[config.mk]
export PLATFORM = sky130hd
export DESIGN_NAME = fib_control
export DESIGN_NICKNAME = d
export VERILOG_FILES = /design/src/rtl/fib_control.sv
export SDC_FILE = /design/constraint.sdc
export NUM_CORES = 1
export LEC_CHECK = 0
export BUFFER_PORTS_ARGS = -buffer_cell sky130_fd_sc_hd__clkbuf_2
export CAP_MARGIN = 20
export CORE_ASPECT_RATIO = 0.8
export CORE_UTILIZATION = 25
export CTS_CLUSTER_SIZE = 20
export DETAILED_ROUTE_END_ITERATION = 6
export PLACE_DENSITY_LB_ADDON = 0.12
export SETUP_SLACK_MARGIN = 0.3
export SYNTH_ARGS = -nofsm -noshare
export SYNTH_HDL_FRONTEND = slang
export SYNTH_SLANG_ARGS = --single-unit
[constraint.sdc]
create_clock -name clock -period 1.8 [get_ports clock]
set_input_delay 0.09 -clock clock [delete_from_list [all_inputs] [get_ports clock]]
set_output_delay 0.09 -clock clock [all_outputs]
set_load 0.02 [all_outputs]
[src/rtl/fib_control.sv]
// Control FSM for an iterative Fibonacci datapath: loads constants, iterates while
// the datapath comparator reports work left, and holds the result until accepted.
module fib_control #(
    parameter int WIDTH = 8
) (
    input  logic             clock,
    input  logic             reset,
    input  logic             start,
    input  logic [WIDTH-1:0] n_in,
    input  logic             cmp_gt,
    input  logic             result_ready,
    output logic             sel_init,
    output logic             en_reg1,
    output logic             en_reg2,
    output logic             en_regN,
    output logic             en_count,
    output logic             busy,
    output logic             result_valid,
    output logic             result_err,
    output logic [WIDTH-1:0] iter_count,
    output logic [1:0]       state_dbg
);

    typedef enum logic [1:0] {
        IDLE = 2'd0,
        INIT = 2'd1,
        RUN  = 2'd2,
        DONE = 2'd3
    } state_t;

    state_t           state;
    logic [WIDTH-1:0] n_reg;
    logic             run_step;
    logic             en_all;

    // Result handshake: result_valid stays high from entry to DONE until the
    // cycle in which result_ready is also high; the transfer happens on that
    // edge, and result_valid/result_err/iter_count do not change before it.

    // A RUN iteration only fires while the comparator reports work left and the
    // watchdog bound has not been reached, so iter_count can never wrap.
    assign run_step = (state == RUN) && cmp_gt && (iter_count < n_reg);
    assign en_all   = (state == INIT) || run_step;

    assign en_reg1      = en_all;
    assign en_reg2      = en_all;
    assign en_regN      = en_all;
    assign en_count     = en_all;
    assign sel_init     = (state == INIT);
    assign busy         = (state != IDLE);
    assign result_valid = (state == DONE);
    assign state_dbg    = state;

    always_ff @(posedge clock) begin
        if (reset) begin
            state      <= IDLE;
            n_reg      <= '0;
            iter_count <= '0;
            result_err <= 1'b0;
        end else begin
            case (state)
                IDLE: begin
                    if (start) begin
                        n_reg      <= n_in;
                        iter_count <= '0;
                        result_err <= 1'b0;
                        state      <= INIT;
                    end
                end
                INIT: begin
                    state <= RUN;
                end
                RUN: begin
                    if (run_step) begin
                        iter_count <= iter_count + 1'b1;
                    end else begin
                        // Comparator still high here means the watchdog tripped.
                        result_err <= cmp_gt;
                        state      <= DONE;
                    end
                end
                DONE: begin
                    if (result_ready) begin
                        state <= IDLE;
                    end
                end
                default: begin
                    state <= IDLE;
                end
            endcase
        end
    end

endmodule

==> results.tsv, run 1 <==
metric	value	unit
DP Area	0.001505	mm2
worst-skew pair later-pin latency	260	ps
status	complete, but fails checks	
Largest delay share family, worst path	compound AO/OA/AOI/OAI gates	
worst endpoint data arrival time	1790	ps
slew of the pin with the lowest slew margin	484.0	ps
commonest non-fill, non-tap cells in the layout	nand2_1 (28), clkbuf_2 (26), buf_4 (16)	
synthesized cell area	0.001161	mm2
RSZ-0062 raised after global routing	true	
failing checks	setup timing	
setup ws final	-78.34	ps
Final Hold Viols	0	
Max Cap Violations	0	
VDD IR-drop max	0.0004718	V
synthesis warning total	0	
Pleak	0.8157	nW
Max H-tree Level	1	
synth top area cells	dfxtp_1 (33%), ha_1 (13%), nand2_1 (9.7%), a21oi_1 (5.6%), mux2i_1 (5.2%)	
Critical-path top delay cell	dfxtp_2	
Worst-path clk slew	80	ps
GRT Overall Usage	0.1342	
port bufs	30	
Synth cell types	31	
first-pass GRT wire length	5.023	mm
Max FO, Critical Path	4	
kind of start point of the critical path	flop	
Final Net Count	219	
area fraction of the dominant cell type after synthesis	0.3276	
Tot Pwr	1.706	mW
initial antenna violation count	0	
CORE AREA	0.004309	mm2
clk_skew	5.029	ps
Yosys top cell by area	dfxtp_1	
First DRT Iteration DRCs	34	
fin crit share	1.044	
largest net degree at the start of global routing	24	
critical path class	reg -> out	
Post-Syn Area per Cell	7.953	um2
routability congestion estimate	0.7654	
CTS tree	built	
vias in the first global route	1049	
Setup TNS	-329.3	ps
Mapped Nets	171	
Initial Utilization	0.2695	
pins over their slew limit	0	
final setup fails	7	
most common cell after layout, fill and taps aside	nand2_1	
Post-Layout Inst Area	0.001783	mm2
n_diodes	0	
# IOs	31	
slowest stage delay, CP	340	ps
critical path, cell by cell	inv_2, ha_4, a211o_1, a211oi_4, buf_6, or2_4, clkbuf_8	
worst hold-check path type	in -> reg	
layout cells sized above 1	0.5337	
post-DR wirelength/cell	12.28	um
Achievable Freq	532.4	MHz
Routed Antenna Nets	0	
CP required	1710	ps
power density over the cells	957.0	mW/mm2
drt total wl	3.071	mm
Post-DP HPWL	2.338	mm
total number of vias	1119	
register bit total from synthesis	19	
final hold slack	38.52	ps
Die Wd	78.20	um
Clock Tree Buf Depth	2	
Inserted Clock Buffers	3	
Die H	62.96	um
row count	21	
Mapped Cells	146	
DRC Markers	0	
vias per cell	4.476	
clock sink count	19	
clk root buf	clkbuf_8	
minimum clock period	1878	ps
Die ar.	0.004923	mm2
GRT Residual Overflow	0	
register area share after synthesis	0.3276	
relative slew slack	0.6773	
Crit. End Element	primary output	
Detailed Routing Iterations Pass 1	4	
crit path buf inv count	3	
P&R area growth vs syn	53.56	%
[worst register-to-register path, cell delays in order, from the launching register on]
cell      delay [ps]
dfxtp_2          340
inv_2             50
ha_4             240
a211o_1          300
a211oi_4         200
buf_6            130
buf_4             90
buf_6            110
nand4_1           90
mux2i_1          150
[cells by family (layout without fill, tap and decap cells)]
| group | count (synthesis) | in the layout | share of synthesized area |
|---|---|---|---|
| AO/OA/AOI/OAI | 24 | 24 | 0.1379 |
| adder cells (fa/ha/maj) | 12 | 12 | 0.1293 |
| buffers and inverters | 20 | 67 | 0.08405 |
| flip-flops | 19 | 19 | 0.3276 |
| multiplexers | 6 | 6 | 0.05173 |
| AND/OR/NAND/NOR | 65 | 65 | 0.2694 |
[per-stage QoR]
step	setup WS (ps)	utilization	std cells
CTS	-117.2	0.4013	249
global route	-163.2	0.4138	250
detailed placement	-21.42	0.3493	239
finish	-78.34	0.4138	250
floorplan	54.35	-	146
global placement	28.66	0.3493	239
[final cells by class]
| class | count | area, um2 |
|---|---|---|
| flip-flops and latches | 19 | 406.6 |
| clock buffers | 4 | 45.04 |
| multi-input cells | 107 | 850.8 |
| repair buffers | 51 | 361.6 |
| well taps | 57 | 71.32 |
| fillers | 461 | 2526 |
| inverters | 12 | 47.55 |
[per-layer routing]
metal	routed length, um	vias up	GRT usage
met5	0	-	0
met2	1440	22	0.2160
li1	-	580	-
met1	1482	515	0.1825
met4	19	0	0.02778
met3	128	2	0.03066
[power by group]
group / switching, mW / internal [mW]
logic: 0.471 / 0.391
clock network: 0.150 / 0.158
registers: 0.0508 / 0.486
total: 0.672 / 1.03
[repair_timing]
action                     in CTS  in global routing
pin swaps                      15                  6
hold buffers                    0                  0
gates resized for setup        32                 10
buffers inserted                6                  1
setup endpoints to repair      15                 15
[final timing paths]
kind	from	to	slack [ps]	cells past startpoint
worst min-delay path	n_in[6]	n_reg[6]	40	3
worst max register to register	n_reg[7]	iter_count[5]	-10	9
worst min register to register	n_reg[5]	n_reg[5]	460	2
worst max-delay path	n_reg[7]	en_reg1	-80	7
[cell usage after synthesis (all sizes together)]
master and n:
nand4 3, and3 2, mux2i 6, nor3b 1, clkbuf 3, nand2 30, dfxtp 19, o21a 1
nand4b 1, a21o 1, and2 2, o211a 1, nor2 5, ha 12, nor3 6, nand3 4
a211o 2, nand2b 2, and4 1, buf 5, a21oi 13, o21ai 3, a211oi 2, a31oi 1
inv 12, nor2b 2, or2 6
No activity file was read; power rests on OpenSTA's default activity.
==> inputs of run 2 (changes only) <==
--- a/config.mk
+++ b/config.mk
@@ -11,6 +11,7 @@
 export CORE_UTILIZATION = 25
 export CTS_CLUSTER_SIZE = 20
 export DETAILED_ROUTE_END_ITERATION = 6
+export GPL_TIMING_DRIVEN = 0
 export PLACE_DENSITY_LB_ADDON = 0.12
 export SETUP_SLACK_MARGIN = 0.3
 export SYNTH_ARGS = -nofsm -noshare
==> run 2 against run 1 <==
The flow still finishes with violations (setup timing). Clock-buffer cell count down 1. Worst hold slack got worse by 1.6 ps. Clock skew is 3.6 ps lower. Register-to-register slack got worse by 70 ps. Highest routed layer unchanged. Critical path depth rose by 2. Combinational power increased by 10%. Final area is 2.8% lower. Sequential power fell by 2%. Clock power is essentially flat. First-iteration DRC count fell by 12%. Critical path type unchanged. Die area is the same. Maximum frequency is 5.8% lower.
==> results.tsv, run 2 (synthesis gave the netlist of run 1 again) <==
metric	value	unit	change
First DRT Iteration DRCs	30		-12%
vias per cell	4.573		+2.2%
worst r2r dst	iter_count[5]		
# IOs	31		unchanged
final setup fails	11		+4
n_diodes	0		unchanged
GRT Residual Overflow	0		unchanged
RSZ-0062 raised after global routing	true		
Final Hold Viols	0		unchanged
Max FO, Critical Path	4		unchanged
Switching Fraction	0.3996		+0.005997
CTS tree	built		
slew of the pin with the lowest slew margin	497.3	ps	+13.33 ps
Crit. End Element	primary output		
vias in the first global route	1023		-2.5%
critical path, cell by cell	inv_1, ha_4, nand2_2, nor3_4, a211oi_4, buf_6, or2_4, buf_6, buf_8		
most frequent CP cell	buf_6		
switching pwr	713.4	uW	+6.2%
port bufs	30		unchanged
pre-CTS setup slack	-196.5	ps	-175.1 ps
worst hold-check path type	in -> reg		
Routed Antenna Nets	0		unchanged
Worst-path clk slew	80	ps	about the same
Final Net Count	217		-0.91%
drt total wl	3.140	mm	+2.2%
VDD IR-drop max	0.0005224	V	+11%
reg2reg setup slack	-80	ps	-70 ps
Die ar.	0.004923	mm2	unchanged
Largest delay share family, worst path	simple AND/OR/NAND/NOR gates		
Die Wd	78.20	um	unchanged
post-DR wirelength/cell	12.66	um	+3.1%
Tot Pwr	1.785	mW	+4.6%
setup ws final	-193.5	ps	-115.2 ps
CORE AREA	0.004309	mm2	unchanged
Max H-tree Level	1		unchanged
CP required	1710	ps	about the same
worst endpoint data arrival time	1900	ps	+110 ps
initial antenna violation count	0		unchanged
largest net degree at the start of global routing	12		-50%
crit path buf inv count	4		+1
Post-DP HPWL	2.205	mm	-5.7%
DP Area	0.001468	mm2	-2.5%
r2r startpoint	state_dbg[0]		
DRC Markers	0		unchanged
Die H	62.96	um	unchanged
first-pass GRT wire length	4.912	mm	-2.2%
commonest non-fill, non-tap cells in the layout	nand2_1 (27), clkbuf_2 (26), inv_1 (10), a21oi_1 (10)		
Clock Tree Buf Depth	2		unchanged
clock network power share	0.174		-0.006
total number of vias	1134		+1.3%
clk root buf	clkbuf_8		
worst-skew pair later-pin latency	260	ps	about the same
minimum clock period	1994	ps	+115.2 ps
clk_skew	1.468	ps	-3.561 ps
GRT Overall Usage	0.1277		-0.006512
WP depth	9		+2
slowest stage delay, CP	330	ps	about the same
Setup TNS	-1120	ps	-790.8 ps
critical path class	reg -> out		
Critical-path top delay cell	dfxtp_2		
final hold slack	36.95	ps	-1.577 ps
Inserted Clock Buffers	3		unchanged
kind of start point of the critical path	flop		
clock sink count	19		unchanged
most common cell after layout, fill and taps aside	nand2_1		
routability congestion estimate	0.7234		-5.5%
CP startpoint	n_reg[7]		
R2R cell count	11		+2
pins over their slew limit	0		unchanged
Post-CTS Hold Fix Bufs	0		unchanged
Pleak	0.7990	nW	-2.1%
failing checks	setup timing		
layout cells sized above 1	0.4712		-0.06247
Comb power frac	0.532		+0.027
Detailed Routing Iterations Pass 1	4		unchanged
power density over the cells	1030	mW/mm2	+7.6%
row count	21		unchanged
status	complete, but fails checks		
Seq pwr share	0.294		-0.021
relative slew slack	0.6685		-0.008842
P&R area growth vs syn	49.25	%	
cell-internal power	1.072	mW	+3.6%
Max Cap Violations	0		unchanged
Achievable Freq	501.6	MHz	-5.8%
Initial Utilization	0.2695		unchanged
CP endpoint	en_reg2		
Post-Layout Inst Area	0.001733	mm2	-2.8%
fin crit share	1.108		+0.06398
-- run 2: cell types whose count changed in the layout (fill, tap and decap cells not counted), sizes merged --
| cell | change |
|---|---|
| buf | -2 |
| clkinv | +1 |
| clkbuf | -1 |
-- run 2: metal layers --
layer	GRT usage	part of all wire
met5	0	0
met3	0.03066	0.029
met1	0.1828	0.55
met4	0.01389	0.0038
met2	0.1985	0.42
-- run 2: worst register-to-register path, stage by stage, from the launching register on --
cell and delay [ps]:
dfxtp_4 360, inv_4 60, ha_4 110, buf_6 100
nand2_2 40, a211o_1 310, a211oi_4 210, buf_6 130
buf_4 110, buf_6 120, nand4_1 90, mux2i_1 140
-- run 2: repair_timing --
action / CTS / global route
endpoints found under the setup margin: 23 / 24
setup buffers: 5 / 5
cloned: 0 / 1
hold endpoints to repair: 0 / 0
resized for setup: 12 / 26
pin swaps: 4 / 9
-- run 2: layout make-up --
type / count / area [um2]
fill: 474 / 2576
multi-input combinational: 107 / 818.3
sequential: 19 / 401.6
timing repair buffer: 41 / 276.5
buffer: 8 / 71.32
tap: 57 / 71.32
inverter: 12 / 47.55
clock buffer: 3 / 41.29
clock inverter: 1 / 5.005
-- run 2: power groups by stage --
stage	Clock [mW]	Sequential, mW	Combinational, mW
floorplan	0	0.550	0.517
global placement	0	0.536	0.703
detailed placement	0	0.540	0.710
CTS	0.323	0.522	0.850
global route	0.338	0.532	1.03
finish	0.310	0.525	0.950
-- run 2: worst min path at each step --
stage	start	endpoint	cells after the start	slack, ps
floorplan	n_in[0]	n_reg[0]	2	230
global placement	n_in[1]	n_reg[1]	3	310
detailed placement	n_in[7]	n_reg[7]	3	320
CTS	n_in[7]	n_reg[7]	3	40
global route	n_in[6]	n_reg[6]	3	40
finish	n_in[2]	n_reg[2]	3	40
-- run 2: stage by stage --
step / utilization / std cells
global placement: 0.3406 / 233
floorplan: - / 146
finish: 0.4021 / 248
detailed placement: 0.3406 / 233
CTS: 0.3722 / 242
global route: 0.4021 / 248
==> inputs of run 3 (changes only) <==
--- a/config.mk
+++ b/config.mk
@@ -13,7 +13,7 @@
 export DETAILED_ROUTE_END_ITERATION = 6
 export GPL_TIMING_DRIVEN = 0
 export PLACE_DENSITY_LB_ADDON = 0.12
-export SETUP_SLACK_MARGIN = 0.3
+export SETUP_SLACK_MARGIN = 0.15
 export SYNTH_ARGS = -nofsm -noshare
 export SYNTH_HDL_FRONTEND = slang
 export SYNTH_SLANG_ARGS = --single-unit
==> run 3 against run 2 <==
The flow still finishes with violations (setup timing). Sequential power about the same. Die area unchanged. Clock-buffer cell count unchanged. Cell count shrank 0.81%. Final area down 1.2%. Worst hold slack got worse by 7.3 ps. Critical endpoint unchanged.
==> results.tsv, run 3 (synthesis gave the netlist of run 1 again) <==
metric	value	unit	change
Final Hold Viols	0		unchanged
Worst-path clk slew	80	ps	about the same
VDD IR-drop max	0.0004786	V	-8.4%
GRT Residual Overflow	0		unchanged
commonest non-fill, non-tap cells in the layout	nand2_1 (27), clkbuf_2 (26), a21oi_1 (11), dfxtp_2 (11), inv_1 (10)		
total number of vias	1130		-0.35%
first-pass GRT wire length	5.085	mm	+3.5%
reg2reg setup slack	-110	ps	-30 ps
setup ws final	-194.9	ps	-1.399 ps
kind of start point of the critical path	flop		
DRC Markers	0		unchanged
largest net degree at the start of global routing	12		unchanged
clk_skew	5.994	ps	+4.525 ps
placed cells	233		unchanged
Detailed Routing Iterations Pass 1	4		unchanged
Routed Antenna Nets	0		unchanged
clock sink count	19		unchanged
relative slew slack	0.6723		+0.003842
DP Area	0.001468	mm2	unchanged
status	complete, but fails checks		
Pleak	0.7865	nW	-1.6%
worst hold-check path type	in -> reg		
clk root buf	clkbuf_8		
Achievable Freq	501.3	MHz	about the same
P&R area growth vs syn	47.41	%	
RSZ-0062 raised after global routing	true		
fillers	453		-4.4%
Non-Filler Instances	246		-0.81%
worst endpoint data arrival time	1900	ps	about the same
initial antenna violation count	0		unchanged
vias per cell	4.593		+0.46%
Crit. End Element	primary output		
vias in the first global route	1066		+4.2%
minimum clock period	1995	ps	+1.399 ps
routability congestion estimate	0.7194		-0.55%
port bufs	30		unchanged
First DRT Iteration DRCs	46		+53%
Post-Layout Inst Area	0.001712	mm2	-1.2%
most common cell after layout, fill and taps aside	nand2_1		
n_diodes	0		unchanged
CORE AREA	0.004309	mm2	unchanged
layout cells sized above 1	0.4762		+0.004986
final setup fails	15		+4
Tot Pwr	1.776	mW	-0.52%
failing checks	setup timing		
Post-DP HPWL	2.243	mm	+1.7%
drt total wl	3.101	mm	-1.2%
post-DR wirelength/cell	12.61	um	-0.44%
worst-skew pair later-pin latency	260	ps	about the same
Max H-tree Level	1		unchanged
slew of the pin with the lowest slew margin	491.5	ps	-5.762 ps
CP required	1710	ps	about the same
GRT Overall Usage	0.1316		+0.003846
Max Cap Violations	0		unchanged
critical path class	reg -> out		
Die Wd	78.20	um	unchanged
fin crit share	1.108		about the same
# IOs	31		unchanged
pins over their slew limit	0		unchanged
Max FO, Critical Path	4		unchanged
Inserted Clock Buffers	3		unchanged
Die ar.	0.004923	mm2	unchanged
row count	21		unchanged
Final Core Density	0.3972		-0.004936
Die H	62.96	um	unchanged
Initial Utilization	0.2695		unchanged
CTS tree	built		
Clock Tree Buf Depth	2		unchanged
power density over the cells	1038	mW/mm2	+0.71%
Final Net Count	215		-0.92%
run 3: cell types whose count changed in the layout (fill, tap and decap cells not counted), moves of 2 or more:
cell | before | now
dfxtp_1 | 8 | 5
dfxtp_2 | 8 | 11
nand3_1 | 2 | 4
nand3_2 | 2 | 0
nor2_1 | 5 | 3
nor2_2 | 0 | 2
run 3: stage by stage:
step                      TNS (ps)  setup slack [ps]  hold WS [ps]
after floorplan                  0             53.47         226.0
after global placement       -1200            -190.7         313.8
after detailed placement     -1440            -199.1         321.4
after CTS                    -1717            -280.8         25.41
after global routing         -3149            -316.8         38.46
final                        -1239            -194.9         29.69
run 3: worst paths after layout:
check,startpoint,to,cells past startpoint
hold / removal,n_in[3],n_reg[3],3
hold reg to reg,n_reg[7],n_reg[7],2
setup / recovery,n_reg[2],en_reg2,9
setup reg to reg,n_reg[2],iter_count[6],10
run 3: repair_timing:
item,in CTS,in global routing
hold endpoints to repair,0,0
endpoints found under the setup margin,15,15
cloned,0,0
pin swaps,6,8
hold buffers,0,0
setup buffers,6,3
resized for setup,19,17
run 3: area by class of cell:
class                           instances  area (um2)  share of cell area
Clock inverter                          1       5.005            0.002924
Tap cell                               57       71.32             0.04167
Clock buffer                            3       41.29             0.02412
Inverter                               12       47.55             0.02778
Buffer                                  8       71.32             0.04167
Multi-Input combinational cell        107       812.0              0.4744
Timing Repair Buffer                   39       257.7              0.1506
Sequential cell                        19       405.4              0.2368
run 3: where the power goes:
group / switching, mW / total [mW] / internal, mW / leakage [nW]
Clock: 0.160 / 0.314 / 0.154 / 0.0255
Sequential: 0.0414 / 0.525 / 0.484 / 0.162
Combinational: 0.507 / 0.936 / 0.429 / 0.599
Total: 0.708 / 1.78 / 1.07 / 0.786
run 3: critical path, cell delays in order (launching register included):
cell and delay, ps:
dfxtp_2 340, inv_2 40, ha_4 230, a211oi_2 230, o21ai_2 100, a211oi_4 250, buf_6 130, or2_4 130
buf_6 100, buf_8 100
run 3: metal layers:
| metal | wire length [um] | track usage |
|---|---|---|
| met3 | 123 | 0.03066 |
| met1 | 1570 | 0.1808 |
| met4 | 12 | 0.02083 |
| met5 | 0 | 0 |
| met2 | 1395 | 0.2116 |
